<file path="src/rtl/leds_responder_if.sv">
// femtorv32-style memory bus as seen by the LED peripheral.
// The master side is the CPU/decoder; the slave side is the responder.
interface leds_responder_if;
    logic        sel;
    logic [31:0] mem_addr;
    logic [31:0] mem_wdata;
    logic [3:0]  mem_wmask;
    logic        mem_rstrb;
    logic [31:0] mem_rdata;
    logic        mem_rbusy;
    logic        mem_wbusy;

    modport master (
        output sel, mem_addr, mem_wdata, mem_wmask, mem_rstrb,
        input  mem_rdata, mem_rbusy, mem_wbusy
    );

    modport slave (
        input  sel, mem_addr, mem_wdata, mem_wmask, mem_rstrb,
        output mem_rdata, mem_rbusy, mem_wbusy
    );
endinterface

</file>
<file path="src/rtl/leds_responder.sv">
// Memory-mapped LED peripheral: DATA register with set/clear/toggle
// aliases, plus a blink engine that periodically inverts the BMASK bits.
// Zero wait states; reads return registered data one cycle after the strobe.
module leds_responder #(
    parameter int NUM_LEDS = 8,
    parameter int PERIOD_W = 24
) (
    input  logic                clk,
    input  logic                reset,
    leds_responder_if.slave     bus,
    output logic [NUM_LEDS-1:0] leds
);
    localparam logic [2:0] OFF_DATA   = 3'd0;
    localparam logic [2:0] OFF_SET    = 3'd1;
    localparam logic [2:0] OFF_CLR    = 3'd2;
    localparam logic [2:0] OFF_TGL    = 3'd3;
    localparam logic [2:0] OFF_PERIOD = 3'd4;
    localparam logic [2:0] OFF_BMASK  = 3'd5;

    logic [NUM_LEDS-1:0] data_q;
    logic [NUM_LEDS-1:0] bmask_q;
    logic [PERIOD_W-1:0] period_q;
    logic [PERIOD_W-1:0] cnt_q;
    logic                phase_q;
    logic [31:0]         rdata_q;

    logic                wr_en;
    logic                rd_en;
    logic [2:0]          off;
    logic [31:0]         byte_en;
    logic [31:0]         wval;
    logic [NUM_LEDS-1:0] led_en;
    logic [NUM_LEDS-1:0] led_w;
    logic [PERIOD_W-1:0] per_en;
    logic [PERIOD_W-1:0] per_w;
    logic                period_wr;
    logic [31:0]         rd_val;
    logic                unused_bits;

    assign wr_en     = bus.sel & (|bus.mem_wmask);
    assign rd_en     = bus.sel & bus.mem_rstrb;
    assign off       = bus.mem_addr[4:2];
    assign byte_en   = {{8{bus.mem_wmask[3]}}, {8{bus.mem_wmask[2]}},
                        {8{bus.mem_wmask[1]}}, {8{bus.mem_wmask[0]}}};
    // Disabled bytes read as zero, which is exactly what SET/CLR/TGL need.
    assign wval      = bus.mem_wdata & byte_en;
    assign led_en    = byte_en[NUM_LEDS-1:0];
    assign led_w     = wval[NUM_LEDS-1:0];
    assign per_en    = byte_en[PERIOD_W-1:0];
    assign per_w     = wval[PERIOD_W-1:0];
    assign period_wr = wr_en && (off == OFF_PERIOD);

    // Address bits outside [4:2] and write bits above the register widths are don't-care.
    assign unused_bits = ^{bus.mem_addr[31:5], bus.mem_addr[1:0], wval};

    assign bus.mem_rbusy = 1'b0;
    assign bus.mem_wbusy = 1'b0;
    assign bus.mem_rdata = rdata_q;

    // Register file writes; DATA/PERIOD/BMASK merge enabled bytes only.
    always_ff @(posedge clk) begin
        if (reset) begin
            data_q   <= '0;
            bmask_q  <= '0;
            period_q <= '0;
        end else if (wr_en) begin
            case (off)
                OFF_DATA:   data_q   <= (data_q & ~led_en) | led_w;
                OFF_SET:    data_q   <= data_q | led_w;
                OFF_CLR:    data_q   <= data_q & ~led_w;
                OFF_TGL:    data_q   <= data_q ^ led_w;
                OFF_PERIOD: period_q <= (period_q & ~per_en) | per_w;
                OFF_BMASK:  bmask_q  <= (bmask_q & ~led_en) | led_w;
                default:    ;
            endcase
        end
    end

    // Blink prescaler: phase flips every PERIOD cycles; a PERIOD write restarts it.
    always_ff @(posedge clk) begin
        if (reset || period_wr || (period_q == '0)) begin
            cnt_q   <= '0;
            phase_q <= 1'b0;
        end else if (cnt_q == period_q - PERIOD_W'(1)) begin
            cnt_q   <= '0;
            phase_q <= ~phase_q;
        end else begin
            cnt_q   <= cnt_q + PERIOD_W'(1);
        end
    end

    // Read mux over current (pre-write) register contents.
    always_comb begin
        rd_val = '0;
        case (off)
            OFF_DATA:   rd_val = 32'(data_q);
            OFF_PERIOD: rd_val = 32'(period_q);
            OFF_BMASK:  rd_val = 32'(bmask_q);
            default:    rd_val = '0;
        endcase
    end

    // Read data register: loads on an accepted read, otherwise holds.
    always_ff @(posedge clk) begin
        if (reset) begin
            rdata_q <= '0;
        end else if (rd_en) begin
            rdata_q <= rd_val;
        end
    end

    assign leds = data_q ^ (bmask_q & {NUM_LEDS{phase_q}});
endmodule

</file>
<file path="src/flat_wrapper.sv">
// flat-port wrapper written by rule: the top's interface ports become plain ports
module leds_responder_flat 
#(
    parameter int NUM_LEDS = 8,
    parameter int PERIOD_W = 24
)
  (clk, reset, leds, bus_sel, bus_mem_addr, bus_mem_wdata, bus_mem_wmask, bus_mem_rstrb, bus_mem_rdata, bus_mem_rbusy, bus_mem_wbusy);
  leds_responder_if bus_i ();
  input  logic clk;
  input  logic reset;
  output logic [NUM_LEDS-1:0] leds;
  input wire logic [$bits(bus_i.sel)-1:0] bus_sel;
  input wire logic [$bits(bus_i.mem_addr)-1:0] bus_mem_addr;
  input wire logic [$bits(bus_i.mem_wdata)-1:0] bus_mem_wdata;
  input wire logic [$bits(bus_i.mem_wmask)-1:0] bus_mem_wmask;
  input wire logic [$bits(bus_i.mem_rstrb)-1:0] bus_mem_rstrb;
  output wire logic [$bits(bus_i.mem_rdata)-1:0] bus_mem_rdata;
  output wire logic [$bits(bus_i.mem_rbusy)-1:0] bus_mem_rbusy;
  output wire logic [$bits(bus_i.mem_wbusy)-1:0] bus_mem_wbusy;
  assign bus_i.sel = bus_sel;
  assign bus_i.mem_addr = bus_mem_addr;
  assign bus_i.mem_wdata = bus_mem_wdata;
  assign bus_i.mem_wmask = bus_mem_wmask;
  assign bus_i.mem_rstrb = bus_mem_rstrb;
  assign bus_mem_rdata = bus_i.mem_rdata;
  assign bus_mem_rbusy = bus_i.mem_rbusy;
  assign bus_mem_wbusy = bus_i.mem_wbusy;
  leds_responder #(.NUM_LEDS(NUM_LEDS), .PERIOD_W(PERIOD_W)) u_core (.clk(clk), .reset(reset), .bus(bus_i), .leds(leds));
endmodule
</file>
<file path="config.mk">
export PLATFORM = sky130hd
export DESIGN_NAME = leds_responder_flat
export DESIGN_NICKNAME = d
export VERILOG_FILES = /design/src/rtl/leds_responder_if.sv /design/src/rtl/leds_responder.sv /design/src/flat_wrapper.sv
export SDC_FILE = /design/constraint.sdc
export NUM_CORES = 1
export LEC_CHECK = 0
export CORE_UTILIZATION = 40
export CTS_CLUSTER_DIAMETER = 40
export CTS_CLUSTER_SIZE = 25
export DETAILED_ROUTE_END_ITERATION = 6
export PLACE_DENSITY = 0.73
export SLEW_MARGIN = 20
export SYNTH_ARGS = -nofsm -noshare
export SYNTH_HDL_FRONTEND = slang
export SYNTH_SLANG_ARGS = --single-unit
</file>
<file path="constraint.sdc">
create_clock -name clk -period 3.8 [get_ports clk]
set_clock_uncertainty 0.1 [all_clocks]
set_input_delay 0.76 -clock clk [delete_from_list [all_inputs] [get_ports clk]]
set_output_delay 0.76 -clock clk [all_outputs]
set_load 0.02 [all_outputs]
</file>
==> impl_results.md, run 1 <==
* Status: complete, no violations
* Post-synth EDFFs at 0
* Hpwl dp at slightly above 9 mm
* Most used DFF post-synth: dfxtp_1
* Area contributors post-synth: dfxtp_1, mux2i_1, nor2_1, xor2_1, xnor2_1
* Cell taking the most area after synthesis: dfxtp_1
* Critical path data required time at roughly 3.9 ns
* Library cells used by synthesis at 57
* CTS H-tree lvls at 3
* Total gr overflow at 0
* Fin cells at between 800 and 900
* Endpoints failing setup at 0
* Vias/cell at 5.52
* DRT antenna net count at 0
* Critical Path Fanout Max at 17
* Commonest cells after routing, fill and taps aside: dfxtp_1, nor2_1, clkdlybuf4s50_1
* Critical Path AT at 3.49 ns
* Share of layout cells above drive strength 1 at 6.82%
* Clock slew at reported path FFs at about 0.07 ns
* Die height at approximately 110 um
* Post-synthesis xor/xnor area fraction at around a tenth
* CTS Buffer Depth at 2
* HP Start: u_core.bus.mem_rdata[20]
* Residual DRC at 0
* Setup tns final at 0 ns
* Fill count at about 1200
* Sw Share at 25.9%
* Slew at the pin closest to its max-slew limit at between 0.7 and 0.8 ns
* Total power at approximately 2100 uW
* Yosys top cell area share at a little over a third
* Slew HR at 49.9%
* IO Pins at about 110
* Flops & latches, synth at approximately 90
* Main combinational cell family by area after synthesis: simple AND/OR/NAND/NOR gates
* Max-slew violations at 0
* TritonCTS Buffers at 9
* Post-Syn Instances at about 600
* Cts repair resizes at 0
* R2R setup slack at 0.43 ns
* Clk_lat worst skew at ~0.34 ns
* Pleak at between 0.002 and 0.0025 uW
* Fin. Hold Viols at 0
* Syn Std Cell Area at 5000 um2
* Hold crit path type: reg -> reg
* Setup repair bufs after CTS at 0
* Compound-gate portion of the synthesized area at 12.9%
* Area Overhead vs Synth at 21.9%
* Yosys synthesis warning count at 0
* Die Area at 12900 um2
* Pint at about 1600 uW
* Adder and majority gate portion of the synthesized area at under 10%
* Most common cell after layout, fill and taps aside: dfxtp_1
* Die W at between 100 and 150 um
* Rows at 40
* Sequential-to-total area share from yosys stat at between 30 and 40%
* ANT cells at 0
* Critical Path Sink Type: flop
* Buffers on Ports at 66
* RSZ-0062 raised after global routing: false
* Initial Util at 41.3%
* Wire per inst at approximately 15 um
* Initial antenna violation count at 0
* CTS tree: yes
* Min-Delay Path Depth at 2
* WL final at roughly 13 mm
* First-pass GRT wire length at around 21 mm
* FF-to-FF path depth at 10
* Multiplexer area fraction after synthesis at 8.84%
* Drt pass-1 iters at 5
* Peak supply drop at slightly below 0.2 mV
* Dpl cells at around 800
* Largest net degree at the start of global routing at between 60 and 70
* Routability cong. at between 0.9 and 1
* Peak Freq at approximately 300 MHz
* Vias in the first global route at 4408
* PD cells at roughly 350 nW/um2
* Clock power share at a little over two fifths
* Core area at between 10000 and 15000 um2
* Syn Area/Cell at ~8.3 um2
* Final net count at about 740
* Via Count at between 4000 and 5000
* Seq pwr share at a little under half
* R2r endpoint: u_core.cnt_q[6]
* Clk sink count at approximately 90
* Post-synthesis simple-gate area fraction at 25.3%
* Crit start category: flop
* Worst Hold Path EP: u_core.bus.mem_rdata[20]
* Max Cap Violations at 0
* Synth async-reset ratio at 0%
* Root Buffer: clkbuf_16
* Hold buffers post-CTS at 0
* Net Sw Power at about 550 uW
* Final core occ at 50.3%
* First DRT Iteration DRCs at 257
* Crit Path Class: reg -> reg
* Final Critical Period at about 3.4 ns
* GR Util All Layers at 20.4%
* Final period utilization at about nine tenths
* Combinational share of power at about an eighth
[power groups by stage]
stage          Clock (uW)  Combinational (uW)  Sequential [uW]
2_1_floorplan           0                 167              974
3_3_place_gp            0                 238              977
3_5_place_dp            0                 246              978
4_1_cts               921                 247              957
5_1_grt               966                 273              959
6_report              909                 249              957
[critical path, stage by stage, from the launching register on]
cell	delay (ns)
dfxtp_1	0.31
inv_1	0.05
ha_1	0.24
or4b_1	0.63
nor4_2	0.58
nand2_1	0.14
nor3_1	0.22
nor2_1	0.13
nor4_4	0.53
buf_6	0.25
nor3_1	0.07
[cell usage after synthesis (all sizes together) (10+ instances only)]
cell type,count
a22oi,24
dfxtp,89
clkbuf,35
buf,16
ha,10
xor2,29
a21oi,11
nor3,34
nand3,21
o21ai,22
nor2,84
mux2i,43
nand2,50
xnor2,25
[cell families (layout without fill, tap and decap cells)]
kind of cell	after synthesis	count (layout)
AOI/OAI and AO/OA	94	94
xor gates and xnor gates	54	54
adders and majority gates	10	10
buffers and inverters	56	104
DFF	89	89
muxes	44	44
other	1	10
and+or+nand+nor	255	255
[worst max-delay path by stage]
stage / start / to / slack (ns) / cells past startpoint
2_1_floorplan: flop / u_core.cnt_q[10] / 0.88 / 9
3_3_place_gp: flop / u_core.cnt_q[1] / 0.22 / 7
3_5_place_dp: flop / u_core.cnt_q[1] / 0.08 / 9
4_1_cts: flop / u_core.cnt_q[3] / 0.11 / 9
5_1_grt: flop / u_core.cnt_q[12] / 0.22 / 10
6_report: flop / u_core.cnt_q[6] / 0.43 / 10
[cell type report]
cell class	count	area, um2	area share [%]
multi-input combinational	467	2990	49.1
clock inverter	7	80.1	1.31
tap	168	210	3.45
timing repair buffer	83	787	12.9
sequential	89	1780	29.3
inverter	5	18.8	0.308
clock buffer	9	225	3.70
[layer usage]
metal  vias to the layer above  global-route usage (%)  share of wire, %
met5                         -                       0                 0
met2                       128                    33.6                47
met4                         0                    9.18               2.0
li1                       2232                       -                 -
met3                        18                    1.81               5.4
met1                      2190                    27.3                45
[metrics by stage]
step / hold WS [ns] / setup WS (ns) / area [um2]
final: 0.411 / 0.431 / 6090
after global routing: 0.452 / 0.222 / 6090
after CTS: 0.416 / 0.112 / 6080
after detailed placement: 0.400 / 0.0763 / 5770
after global placement: 0.390 / 0.215 / 5770
after floorplan: 0.363 / 0.882 / 5030
Note: power is estimated with default switching activity, not from simulation.
==> inputs of run 2 (changes only) <==
--- a/config.mk
+++ b/config.mk
@@ -7,7 +7,7 @@
 export LEC_CHECK = 0
 export CORE_UTILIZATION = 40
 export CTS_CLUSTER_DIAMETER = 40
-export CTS_CLUSTER_SIZE = 25
+export CTS_CLUSTER_SIZE = 10
 export DETAILED_ROUTE_END_ITERATION = 6
 export PLACE_DENSITY = 0.73
 export SLEW_MARGIN = 20
==> results of run 2 <==
No change in the layout: final DEF, timing and power equal those of run 1.
==> inputs of run 3 (changes only) <==
--- a/config.mk
+++ b/config.mk
@@ -6,9 +6,10 @@
 export NUM_CORES = 1
 export LEC_CHECK = 0
 export CORE_UTILIZATION = 40
-export CTS_CLUSTER_DIAMETER = 40
+export CTS_CLUSTER_DIAMETER = 50
 export CTS_CLUSTER_SIZE = 10
 export DETAILED_ROUTE_END_ITERATION = 6
+export GPL_ROUTABILITY_DRIVEN = 0
 export PLACE_DENSITY = 0.73
 export SLEW_MARGIN = 20
 export SYNTH_ARGS = -nofsm -noshare
==> impl_results.md, run 3 (same netlist as run 1, synthesis figures left out) <==
* Slew HR at a little under half
* Clock slew at reported path FFs at about 0.070 ns
* Root Buffer: clkbuf_16
* Die height at between 100 and 150 um
* Initial antenna violation count at 0
* ANT cells at 0
* Hold crit path type: reg -> reg
* Buffers on Ports at between 60 and 70
* Met2 usage at ~33%
* GR Layer Usage met3 at under 10%
* Clk sink count at just under 90
* Total power at roughly 2100 uW
* Max incr delay on CP at approximately 0.62 ns
* Fin. Hold Viols at 0
* CTS Buffer Depth at 2
* Peak Freq at 283 MHz
* DRT antenna net count at 0
* Placed cell areas at between 5000 and 6000 um2
* Max-slew violations at 0
* Hold buffers post-CTS at 0
* Critical path's slowest cell: or4b_1
* Critical path data required time at roughly 4 ns
* Commonest cells after routing, fill and taps aside: dfxtp_1, nor2_1, clkdlybuf4s50_1
* Crit start category: flop
* Worst path cell trace: inv_1 > ha_1 > or4b_1 > nor4_2 > nand2_1 > nor3_1 > nor2_1 > nor4_4 > buf_4 > nor3b_1
* Via Count at around 4600
* GRT Max-Usage Layer: met2
* TritonCTS Buffers at 9
* Die Area at between 10000 and 15000 um2
* Status: complete, no violations
* Design Area, Final at 6080 um2
* Core area at ~12000 um2
* Critical Path AT at approximately 3.7 ns
* Hpwl dp at 9.16 mm
* Vias/cell at roughly 5.6
* Setup tns final at 0 ns
* Die W at 114 um
* PD cells at 344 nW/um2
* Final Critical Period at between 3 and 4 ns
* Fin cells at roughly 830
* Initial Util at about two fifths
* Area Overhead vs Synth at 21.7%
* Rows at 40
* GR Layer Usage met1 at about 27%
* Fill count at between 1000 and 1500
* Share of layout cells above drive strength 1 at a little under 7%
* Drt pass-1 iters at 5
* Critical Path Sink Type: flop
* Peak supply drop at between 0.2 and 0.25 mV
* Wire per inst at about 15 um
* CTS H-tree lvls at 3
* Total gr overflow at 0
* WL final at 12.7 mm
* IO Pins at about 110
* Largest net degree at the start of global routing at 65
* First DRT Iteration DRCs at 350
* Final period utilization at ~93%
* Final net count at between 700 and 800
* Residual DRC at 0
* Top delay family on crit path: simple AND/OR/NAND/NOR gates
* Setup repair bufs after CTS at 0
* CP bufs+invs at 2
* Slew at the pin closest to its max-slew limit at just over 0.8 ns
* RSZ-0062 raised after global routing: false
* Cts repair resizes at 0
* Pleak at between 0.002 and 0.0025 uW
* Critical Path Fanout Max at 14
* CTS tree: yes
* Endpoints failing setup at 0
* GR Util All Layers at between 10% and 20%
* Max Cap Violations at 0
* Clk_lat worst skew at roughly 0.35 ns
* Vias in the first global route at 4418
* Dpl cells at 812
* Crit Path Class: reg -> reg
* Most common cell after layout, fill and taps aside: dfxtp_1
* First-pass GRT wire length at 20.8 mm
run 3: worst register-to-register path, delay by kind of cell, from the launching register on:
family / cells / cell delay (ns)
simple gates: 7 / 2.39
buf+inv: 2 / 0.37
flops: 1 / 0.31
fa+ha+maj: 1 / 0.25
run 3: report_power, final:
part | internal, uW | total [uW] | switching (uW)
Combinational | 108 | 249 | 141
Clock | 509 | 888 | 378
Sequential | 943 | 958 | 14.8
run 3: worst paths after layout:
kind,startpoint,end,slack [ns],cells past startpoint
hold / removal,u_core.bus.mem_rdata[22],u_core.bus.mem_rdata[22],0.41,2
hold reg to reg,u_core.bus.mem_rdata[22],u_core.bus.mem_rdata[22],0.41,2
setup reg to reg,flop,u_core.cnt_q[1],0.26,10
setup / recovery,flop,u_core.cnt_q[1],0.26,10
run 3: per-stage QoR:
step / setup slack (ns) / hold WS [ns] / utilization (%)
floorplan: 0.882 / 0.363 / -
detailed placement: 0.122 / 0.398 / 47.7
global route: 0.0456 / 0.433 / 50.2
global placement: 0.222 / 0.389 / 47.7
CTS: 0.0398 / 0.414 / 50.2
finish: 0.265 / 0.408 / 50.2
run 3: cell type report:
cell class | count | area, um2 | share of cell area, %
clock inverter | 7 | 70.1 | 1.15
timing repair buffer | 84 | 791 | 13.0
inverter | 5 | 18.8 | 0.309
clock buffer | 9 | 225 | 3.70
tap | 168 | 210 | 3.46
sequential | 89 | 1780 | 29.3
multi-input combinational | 467 | 2990 | 49.1
run 3: metal layers:
metal	vias to the layer above	part of all wire, %
met5	-	0
met4	0	1.8
li1	2229	-
met2	163	46
met3	18	5.2
met1	2204	47
